--- src/rtl/pipes.sv ---
// Shared types and constants for the fetch/hazard pipeline controller.
package pipes;

    localparam int unsigned XLEN = 64;
    localparam int unsigned ILEN = 32;

    localparam logic [XLEN-1:0] PC_RESET_DEFAULT = 64'h0000_0000_8000_0000;

    // Fetch controller states.
    typedef enum logic [1:0] {
        IDLE    = 2'd0,
        FETCH   = 2'd1,
        HOLD    = 2'd2,
        DISCARD = 2'd3
    } ctrl_state_t;

    // Instruction handed to decode together with its address.
    typedef struct packed {
        logic [ILEN-1:0] inst;
        logic [XLEN-1:0] pc;
    } fetch_data_t;

    // Sequential fetch address; wraps modulo 2^XLEN.
    function automatic logic [XLEN-1:0] pc_next(input logic [XLEN-1:0] pc);
        return pc + XLEN'(4);
    endfunction

endpackage

--- src/rtl/pipeline_ctrl.sv ---
// Fetch sequencing plus stall/bubble/flush generation for a 5-stage pipe.
module pipeline_ctrl
    import pipes::*;
#(
    parameter logic [63:0] PC_RESET = PC_RESET_DEFAULT
) (
    input  logic        clk,
    input  logic        reset,
    output logic        ireq_valid,
    output logic [63:0] ireq_addr,
    input  logic        i_data_ok,
    input  logic [31:0] i_data,
    input  logic        d_busy,
    input  logic        load_use,
    input  logic        redirect_valid,
    input  logic [63:0] redirect_pc,
    output logic        f_valid,
    output logic [31:0] f_inst,
    output logic [63:0] f_pc,
    output logic        stall_fd,
    output logic        stall_em,
    output logic        bubble_e,
    output logic        bubble_w,
    output logic        flush_d
);

    ctrl_state_t     state_q;
    ctrl_state_t     state_d;
    logic [XLEN-1:0] pc_q;
    logic [XLEN-1:0] pc_d;
    logic [ILEN-1:0] buf_q;
    logic [ILEN-1:0] buf_d;
    logic            redir_acc;
    fetch_data_t     fetch_out;

    // A redirect is only taken when the memory stage is not frozen.
    assign redir_acc = reset & redirect_valid & ~d_busy;

    assign ireq_addr = pc_q;
    assign f_inst    = fetch_out.inst;
    assign f_pc      = fetch_out.pc;

    // Hazard resolution: d_busy beats redirect beats load-use; silent in reset.
    always_comb begin
        stall_fd = 1'b0;
        stall_em = 1'b0;
        bubble_e = 1'b0;
        bubble_w = 1'b0;
        flush_d  = 1'b0;
        if (reset) begin
            if (d_busy) begin
                stall_fd = 1'b1;
                stall_em = 1'b1;
                bubble_w = 1'b1;
            end else if (redirect_valid) begin
                flush_d  = 1'b1;
                bubble_e = 1'b1;
            end else if (load_use) begin
                stall_fd = 1'b1;
                bubble_e = 1'b1;
            end
        end
    end

    // State, PC and held-instruction registers.
    always_ff @(posedge clk or negedge reset) begin
        if (!reset) begin
            state_q <= IDLE;
            pc_q    <= PC_RESET;
            buf_q   <= '0;
        end else begin
            state_q <= state_d;
            pc_q    <= pc_d;
            buf_q   <= buf_d;
        end
    end

    // Next-state, next-PC and fetch-side outputs.
    always_comb begin
        state_d        = state_q;
        pc_d           = pc_q;
        buf_d          = buf_q;
        ireq_valid     = 1'b0;
        f_valid        = 1'b0;
        fetch_out.inst = '0;
        fetch_out.pc   = pc_q;

        unique case (state_q)
            IDLE: begin
                state_d = FETCH;
                if (redir_acc) begin
                    pc_d = redirect_pc;
                end
            end

            FETCH: begin
                ireq_valid     = 1'b1;
                fetch_out.inst = i_data;
                if (redir_acc) begin
                    // Returning data belongs to the wrong path; an
                    // outstanding request must be drained first.
                    pc_d    = redirect_pc;
                    state_d = i_data_ok ? FETCH : DISCARD;
                end else if (i_data_ok) begin
                    if (stall_fd) begin
                        buf_d   = i_data;
                        state_d = HOLD;
                    end else begin
                        f_valid = 1'b1;
                        pc_d    = pc_next(pc_q);
                    end
                end
            end

            HOLD: begin
                fetch_out.inst = buf_q;
                if (redir_acc) begin
                    pc_d    = redirect_pc;
                    buf_d   = '0;
                    state_d = FETCH;
                end else if (!stall_fd) begin
                    f_valid = 1'b1;
                    pc_d    = pc_next(pc_q);
                    state_d = FETCH;
                end
            end

            DISCARD: begin
                ireq_valid = 1'b1;
                if (redir_acc) begin
                    pc_d = redirect_pc;
                end else if (i_data_ok) begin
                    state_d = FETCH;
                end
            end

            default: begin
                state_d = IDLE;
            end
        endcase
    end

endmodule

--- config.mk ---
export PLATFORM = sky130hd
export DESIGN_NAME = pipeline_ctrl
export DESIGN_NICKNAME = d
export VERILOG_FILES = /design/src/rtl/pipes.sv /design/src/rtl/pipeline_ctrl.sv
export SDC_FILE = /design/constraint.sdc
export NUM_CORES = 1
export LEC_CHECK = 0
export CORE_AREA = 2 2 148 136
export DETAILED_ROUTE_END_ITERATION = 10
export DIE_AREA = 0 0 150 138
export HOLD_SLACK_MARGIN = 0.05
export PLACE_DENSITY = 0.7
export SLEW_MARGIN = 40
export SYNTH_ARGS = -nofsm -noshare
export SYNTH_HDL_FRONTEND = slang
export SYNTH_SLANG_ARGS = --single-unit
--- constraint.sdc ---
create_clock -name clk -period 5 [get_ports clk]
set_input_delay 0.75 -clock clk [delete_from_list [all_inputs] [get_ports clk]]
set_output_delay 0.75 -clock clk [all_outputs]
set_load 0.02 [all_outputs]
## Yosys cells after proc, flatten, opt, wreduce, memory -nomap -nowiden

Index checks and enable logic that the tools add are counted.

- Output and inout bits: 167
- Logic and storage cells: 66
- Flip-flop bits (word level): 98

- Eq/ne operators: 13
- Mux-type cells: 39
- Bitwise logic cells: 3
- Add/sub/neg operators: 1
- Reductions and logical operators: 7

Operators by type and width:

| kind | number |
|---|---|
| 2-to-1 mux 64 bit | 5 |
| one-hot mux 64 bit (3 select lines) | 1 |
| 2-to-1 mux 32 bit | 4 |
| one-hot mux 32 bit (2 select lines) | 2 |
| adder 64 x 3 -> 64 bit (second input constant) | 1 |
| 2-to-1 mux 1 bit | 17 |
| 2-to-1 mux 2 bit | 8 |
| != test 2 bit (second input constant) | 6 |
| AND reduction 5 bit | 2 |
| != test 3 bit (second input constant) | 3 |
| one-hot mux 2 bit (4 select lines) | 1 |
| equality test 2 bit (second input constant) | 2 |
| OR reduction 2 bit | 2 |
| bitwise AND 1 bit | 2 |
| equality test 2 x 1 -> 1 bit (second input constant) | 1 |
| zero test 2 bit | 1 |
| != test 2 x 1 -> 1 bit (second input constant) | 1 |
| one-hot mux 1 bit (2 select lines) | 1 |
| AND reduction 2 bit | 1 |
| nonzero test 2 bit | 1 |
| inverter 1 bit | 1 |

## Longest topological paths before layout

Gate-level depths: netlist of run 1.

- Depth in word-level cells: 8
- Gate-level depth with buffers: 10

## Least setup slack after synthesis of run 1

No wires, ideal clock.

- Path type: flip-flop to output port
- From: register state_q[0]
- To: output port f_valid
- Data required time: 4.250 ns
- Setup slack: 2.272 ns
- Path buffers: 3
- Arrival: 1.978 ns
- Stages on the path, launching flop included: 8
- Path through: dfrtp_1 -> inv_1 -> ha_1 -> clkbuf_1 -> nand2b_1 -> clkbuf_1 -> clkbuf_1 -> nor3_1

- Cells in the longest elaborated chain, start to end: 2
- Elaborated cells on any way between the ends: 3
- Classes of those cells: eq/ne: 2; mux: 1

RTL lines:

| what | line | text |
|---|---|---|
| start, declared | pipeline_ctrl.sv:27 | `ctrl_state_t state_q;` |
| start signal, assigned | pipeline_ctrl.sv:72 | `state_q <= state_d;` |
| equality test 2 bit / equality test 2 x 1 -> 1 bit (equally long branches) | pipeline_ctrl.sv:88 | `unique case (state_q)` |
| one-hot mux 1 bit (2 select lines) * | pipeline_ctrl.sv:88 |  |
| end, declared | pipeline_ctrl.sv:17 | `output logic f_valid,` |

Every way passes the cells marked *; elsewhere a longest branch is shown, timed or not.

## Worst setup path after layout of run 1

- From: input port d_busy
- To: output port f_valid

- Cells in the longest elaborated chain, start to end: 6
- Elaborated cells on any way between the ends: 9
- Classes of those cells: mux: 7; bitwise: 2

RTL lines:

| what | line | text |
|---|---|---|
| start, declared | pipeline_ctrl.sv:13 | `input logic d_busy,` |
| 2-to-1 mux 1 bit | pipeline_ctrl.sv:51 | `if (d_busy) begin` |
| 2-to-1 mux 1 bit | pipeline_ctrl.sv:50 | `if (reset) begin` |
| 2-to-1 mux 1 bit | pipeline_ctrl.sv:105, pipeline_ctrl.sv:121 |  |
| 2-to-1 mux 1 bit | pipeline_ctrl.sv:104 | `end else if (i_data_ok) begin` |
| 2-to-1 mux 1 bit | pipeline_ctrl.sv:99 | `if (redir_acc) begin` |
| one-hot mux 1 bit (2 select lines) * | pipeline_ctrl.sv:88 |  |

Marked as above.

==> summary.md, run 1 <==
| Metric | Value |
|---|---|
| CTS tree | `built` |
| Share of cells above drive strength 1 | `5.26%` |
| Drt initial violations | `670` |
| Clock slew seen by the registers of the worst setup and hold paths | `0.07 ns` |
| Yosys top cell by area | `dfrtp_1` |
| Cell Chain, Critical Path | `clkdlybuf4s50_1 -> nand3b_1 -> buf_4 -> nand2b_1 -> nor3_1 -> clkdlybuf4s50_1` |
| Io pins | `269` |
| Antenna-violating nets left | `0` |
| Clock Latency Late Sink | `0.35 ns` |
| FFs w/ async S/R, synth | `100%` |
| RePlAce Congestion | `0.821` |
| Worst-case clock buffer depth | `2` |
| Synth cell types | `61` |
| Port Buffers | `268` |
| Syn avg cell area | `7.97 um^2` |
| Die Height | `138 um` |
| Hold Crit Class | `in2async` |
| Syn_nets | `933` |
| Power per Cell Area | `659 nW/um^2` |
| Worst reg-to-reg setup slack | `2.15 ns` |
| Reg2reg start | `f_pc[20]` |
| Most used routing layer | `met2` |
| Synthesized flop and latch total | `98` |
| Synthesis Warnings | `0` |
| Synth area leaders | `dfrtp_1 37%, buf_4 7.4%, o21ai_0 5.2%` |
| Row count | `49` |
| CTS sink cnt | `98` |
| Post-synth EDFFs | `0` |
| GRT Util Overall | `22.3%` |
| H-tree levels | `3` |
| CTS Buf Count | `9` |
| Ys flop type | `dfrtp_1` |
| Synth top area share | `36.8%` |
| Slowest Stage Delay on Critical Path | `0.65 ns` |
| Syn Inst Count | `827` |
| Reg-to-Reg End | `f_pc[61]` |
| Initial DRT Pass Iterations | `5` |
| Worst rel slew slack | `48.9%` |
| Initial antenna violation count | `2` |
| Number of global-route vias before repair | `6,534` |
| WL/cell | `18.5 um` |
| Status | `completed` |
| Hpwl dp | `16.6 mm` |
| Max-cap viol count | `0` |
| Tot Pwr | `6.17 mW` |
| Total core area | `19,400 um^2` |
| RSZ-0062 raised after global routing | `no` |
| P&R area growth vs syn | `42.2%` |
| Initial core utilization | `34.0%` |
| Chip width | `150 um` |
| Crit path time final | `3.63 ns` |
| R2R depth | `6` |
| Die ar. | `20,700 um^2` |
| Post-CTS Resized | `0` |
| Slew @ Worst Pin | `0.761 ns` |
| Met2 demand-to-capacity share in global routing | `34.7%` |
| Clk_skew | `0.00838 ns` |
| Drt total wl | `23.4 mm` |
| CP max FO | `39` |
| Worst Setup End Kind | `output pin` |
| NumNets Final | `1,109` |
| Crit path capture | `f_valid` |
| Sequential Area | `2450 um^2` |
| # hold bufs at CTS | `0` |
| Worst EP arrival | `2.88 ns` |
| Max-slew violation count | `0` |
| Fillcell total | `1,926` |
| DRC Markers | `0` |
| Met1 usage | `31.6%` |
| Max stage delay cell, worst path | `clkdlybuf4s50_1` |
| Leakage | `3.61 nW` |
| Congestion Overflow GR | `0` |
| Critical path type | `in2out` |
| Hold Vio Cnt, Final | `0` |
| Peak VDD IR | `255 uV` |
| Avg Vias per Cell | `5.50` |
| Mapped Area | `6590 um^2` |
| Largest net degree at the start of global routing | `70` |
| FMAX | `275 MHz` |
| Met3 Usage GRT | `4.42%` |
| Most used cell, CP | `clkdlybuf4s50_1` |
| Setup-failing EPs final | `0` |
| Final period util | `72.7%` |
| Sequential fraction of the synthesis area | `37.2%` |
| Setup crit start | `d_busy` |
| First-pass GRT wire length | `36.9 mm` |
| CP required | `4.25 ns` |
| Worst setup SP type | `primary input` |
| Fin Setup TNS | `0 ns` |
| Area occupied by multi-input gates | `3320 um^2` |
| Post-CTS Setup Bufs | `0` |
| Root Buffer | `clkbuf_16` |
| DR vias | `6,957` |
==> Yosys cell counts, types with 28 or more instances <==
library cell,number
nand3b_1,35
nand2_1,71
dfrtp_1,97
inv_1,41
o21ai_0,68
a21oi_1,53
nand4_1,28
buf_4,65
nor2_1,81
nand3_1,40
a22oi_1,40
clkbuf_1,46
==> worst max-delay path, delay by kind of cell <==
kind | cells | cell delay [ns]
buffers and inverters | 3 | 1.57
AND/OR/NAND/NOR | 3 | 0.55
==> cells by family after synthesis <==
logic type               Yosys count  synth area share [%]
AO/OA/AOI/OAI                    226                  21.6
XOR/XNOR                           2                 0.266
adder cells (fa/ha/maj)            4                 0.760
buffers and inverters            160                  12.9
flip-flops                        98                  37.2
multiplexers                       3                 0.456
AND/OR/NAND/NOR                  334                  26.8
==> state kept, by name, indices dropped and copies added (netlist names) <==
name and cells:
f_pc 64, buf_q 32, state_q 2
==> placed cells by master, fill, tap and decap left out, types with 13 or more instances in the layout <==
| cell | n |
|---|---|
| clkdlybuf4s50_1 | 267 |
| dfrtp_1 | 97 |
| nor2_1 | 78 |
| nand2_1 | 71 |
| o21ai_0 | 68 |
| a21oi_1 | 53 |
| inv_1 | 41 |
| a22oi_1 | 40 |
| nand3_1 | 40 |
| nand3b_1 | 35 |
| nand4_1 | 28 |
| nor3_1 | 22 |
| buf_4 | 13 |
==> routing by layer <==
layer / vias to the layer above / wire length [um] / share of wire (%)
met1: 3366 / 10500 / 45
met4: 0 / 519 / 2.2
met3: 30 / 1570 / 6.7
met2: 278 / 10800 / 46
met5: - / 0 / 0
li1: 3283 / - / -
==> per-stage QoR <==
step                cell area (um^2)  util [%]  hold slack, ns  cells  setup slack [ns]
finish                          9370      48.4           0.382   1264              1.37
global route                    9370      48.4           0.419   1264              1.21
CTS                             9360      48.3           0.404   1263              1.36
detailed placement              9060      46.8           0.508   1247              1.36
global placement                9030      46.6           0.496   1246              1.37
floorplan                       6590         -           0.454    827              2.27
==> power breakdown <==
group          internal (mW)  switching [mW]
registers               1.15           0.526
clock network          0.391           0.324
logic                   1.67            2.11
total                   3.21            2.96
==> final cells by class <==
cell class,instances,area share (%)
antenna,1,0.0267
clock buffer,10,2.44
clock inverter,6,0.708
inverter,42,1.68
multi-input combinational,569,35.5
sequential,98,26.2
tap,255,3.41
timing repair buffer,283,30.1
==> worst min path at each step <==
stage                      endpoint  cells past startpoint
final                     buf_q[29]                      1
after global routing      buf_q[29]                      1
after CTS                 buf_q[29]                      1
after detailed placement    f_pc[1]                      2
after global placement      f_pc[1]                      2
after floorplan            buf_q[0]                      0
Power figures use the tool's default switching activity.
==> run 2: changes to the inputs <==
--- a/config.mk
+++ b/config.mk
@@ -9,7 +9,7 @@
 export DETAILED_ROUTE_END_ITERATION = 10
 export DIE_AREA = 0 0 150 138
 export HOLD_SLACK_MARGIN = 0.05
-export PLACE_DENSITY = 0.7
+export PLACE_DENSITY = 0.73
 export SLEW_MARGIN = 40
 export SYNTH_ARGS = -nofsm -noshare
 export SYNTH_HDL_FRONTEND = slang
==> constraint.sdc (replaced) <==
create_clock -name clk -period 3.01 [get_ports clk]
set_input_delay 0.4515 -clock clk [delete_from_list [all_inputs] [get_ports clk]]
set_output_delay 0.4515 -clock clk [all_outputs]
set_load 0.02 [all_outputs]
==> summary.md, run 2 (same netlist as run 1, synthesis figures left out) <==
| Metric | Value |
|---|---|
| Port Buffers | `268 (unchanged)` |
| Post-layout util | `49.2% (+0.85 points)` |
| Antenna-violating nets left | `0 (unchanged)` |
| Clk_skew | `0.00798 ns (-0.000405 ns)` |
| First-pass GRT wire length | `37.3 mm (+1.1%)` |
| Buf/Inv on CP | `3 (unchanged)` |
| Congestion Overflow GR | `0 (unchanged)` |
| DR vias | `7,143 (+2.7%)` |
| Worst-case clock buffer depth | `2 (unchanged)` |
| Post-CTS Setup Bufs | `0 (unchanged)` |
| Slew @ Worst Pin | `0.767 ns (+0.00616 ns)` |
| CTS tree | `built` |
| Largest register FFs | `64 (unchanged)` |
| Most frequent cells in the layout | `267 x clkdlybuf4s50_1, 97 x dfrtp_1, 79 x nor2_1` |
| Setup-failing EPs final | `0 (unchanged)` |
| Crit path time final | `2.90 ns` |
| Delay-heaviest family, CP | `buffers and inverters` |
| Chip width | `150 um (unchanged)` |
| Die Height | `138 um (unchanged)` |
| # hold bufs at CTS | `1 (+1)` |
| Commonest non-fill, non-tap cell in the layout | `clkdlybuf4s50_1` |
| Fillcell total | `1,875 (-2.6%)` |
| NumNets Final | `1,130 (+1.9%)` |
| Root Buffer | `clkbuf_16` |
| Hold Crit Class | `in2async` |
| Initial DRT Pass Iterations | `5 (unchanged)` |
| Avg Vias per Cell | `5.55 (+0.92%)` |
| Slowest Stage Delay on Critical Path | `0.64 ns (about the same)` |
| Sequential Area | `2450 um^2 (unchanged)` |
| Setup ws final | `0.114 ns (-1.25 ns)` |
| Max-cap viol count | `0 (unchanged)` |
| Power per Cell Area | `1090 nW/um^2 (+65%)` |
| H-tree levels | `3 (unchanged)` |
| Worst reg-to-reg setup slack | `0.40 ns (-1.75 ns)` |
| Share of cells above drive strength 1 | `7.00% (+1.7 points)` |
| Area occupied by multi-input gates | `3310 um^2 (-0.53%)` |
| Worst rel slew slack | `48.4% (-0.46 points)` |
| Clock slew seen by the registers of the worst setup and hold paths | `0.07 ns (about the same)` |
| FMAX | `345 MHz` |
| WL/cell | `18.6 um (about the same)` |
| DRC Markers | `0 (unchanged)` |
| Fin Setup TNS | `0 ns (unchanged)` |
| CTS Buf Count | `9 (unchanged)` |
| Clock Latency Late Sink | `0.35 ns (about the same)` |
| Max-slew violation count | `0 (unchanged)` |
| Drt total wl | `23.9 mm (+1.8%)` |
| Drt initial violations | `623 (-7.0%)` |
| Peak VDD IR | `429 uV (+68%)` |
| Leakage | `3.72 nW (+2.9%)` |
| Post-CTS Resized | `0 (unchanged)` |
| CP max FO | `18 (-54%)` |
| Layout Cells excl Fill | `1,286 (+1.7%)` |
| Max stage delay cell, worst path | `clkdlybuf4s50_1` |
| Dpl cells | `1,267 (+1.6%)` |
| Pre-CTS setup slack | `0.310 ns (-1.05 ns)` |
| Hpwl dp | `17.2 mm (+3.3%)` |
| Io pins | `269 (unchanged)` |
| CTS sink cnt | `98 (unchanged)` |
| RePlAce Congestion | `0.887 (+8.0%)` |
| Row count | `49 (unchanged)` |
| Worst Setup End Kind | `output pin` |
| P&R area growth vs syn | `44.7%` |
| Number of global-route vias before repair | `6,640 (+1.6%)` |
| Hold Vio Cnt, Final | `0 (unchanged)` |
| Status | `completed` |
| GRT Util Overall | `22.5% (+0.25 points)` |
| Total core area | `19,400 um^2 (unchanged)` |
| Worst EP arrival | `2.44 ns (-0.44 ns)` |
| Worst setup SP type | `primary input` |
| Initial antenna violation count | `2 (unchanged)` |
| Cell Chain, Critical Path | `dlygate4sd3_1 -> buf_4 -> nand3b_1 -> nand2b_1 -> nor3_1 -> clkdlybuf4s50_1` |
| Die ar. | `20,700 um^2 (unchanged)` |
| Critical path type | `in2out` |
| WHS | `0.515 ns (+0.132 ns)` |
| Initial core utilization | `34.0% (unchanged)` |
| Largest net degree at the start of global routing | `70 (unchanged)` |
| RSZ-0062 raised after global routing | `no` |
| Final period util | `96.2%` |
| CP required | `2.56 ns (-1.69 ns)` |
==> run 2: metal layers <==
layer,wire length (um),up-vias,GRT usage (%)
li1,-,3321,-
met1,10200,3449,31.6
met2,11000,328,34.2
met3,1920,45,4.92
met4,737,0,8.14
met5,0,-,0
==> run 2: report_power, final <==
group / switching [mW] / total, mW / internal (mW)
sequential: 0.875 / 2.79 / 1.91
combinational: 3.52 / 6.35 / 2.83
clock: 0.562 / 1.22 / 0.653
total: 4.96 / 10.4 / 5.40
==> run 2: area by class of cell <==
| cell class | count | share of cell area [%] |
|---|---|---|
| flip-flops and latches | 98 | 25.7 |
| diodes | 2 | 0.0525 |
| multi-input cells | 569 | 34.7 |
| clock buffers | 9 | 2.36 |
| repair buffers | 304 | 31.4 |
| inverters | 42 | 1.65 |
| clock inverters | 7 | 0.801 |
| well taps | 255 | 3.35 |
==> run 2: final timing paths <==
path	startpoint	end	cells past startpoint
min in group clk	f_pc[1]	f_pc[1]	2
max in group asynchronous	reset	f_pc[13]	4
worst max-delay path	reset	f_valid	6
worst min register to register	f_pc[1]	f_pc[1]	2
worst min-delay path	reset	buf_q[13]	2
worst max register to register	f_pc[2]	f_pc[56]	8
==> run 2: stage by stage <==
step | area [um^2] | total power [mW]
final | 9530 | 10.4
after global routing | 9530 | 11.1
after CTS | 9530 | 10.4
after detailed placement | 9220 | 9.13
after global placement | 9220 | 9.03
after floorplan | 6590 | 6.54
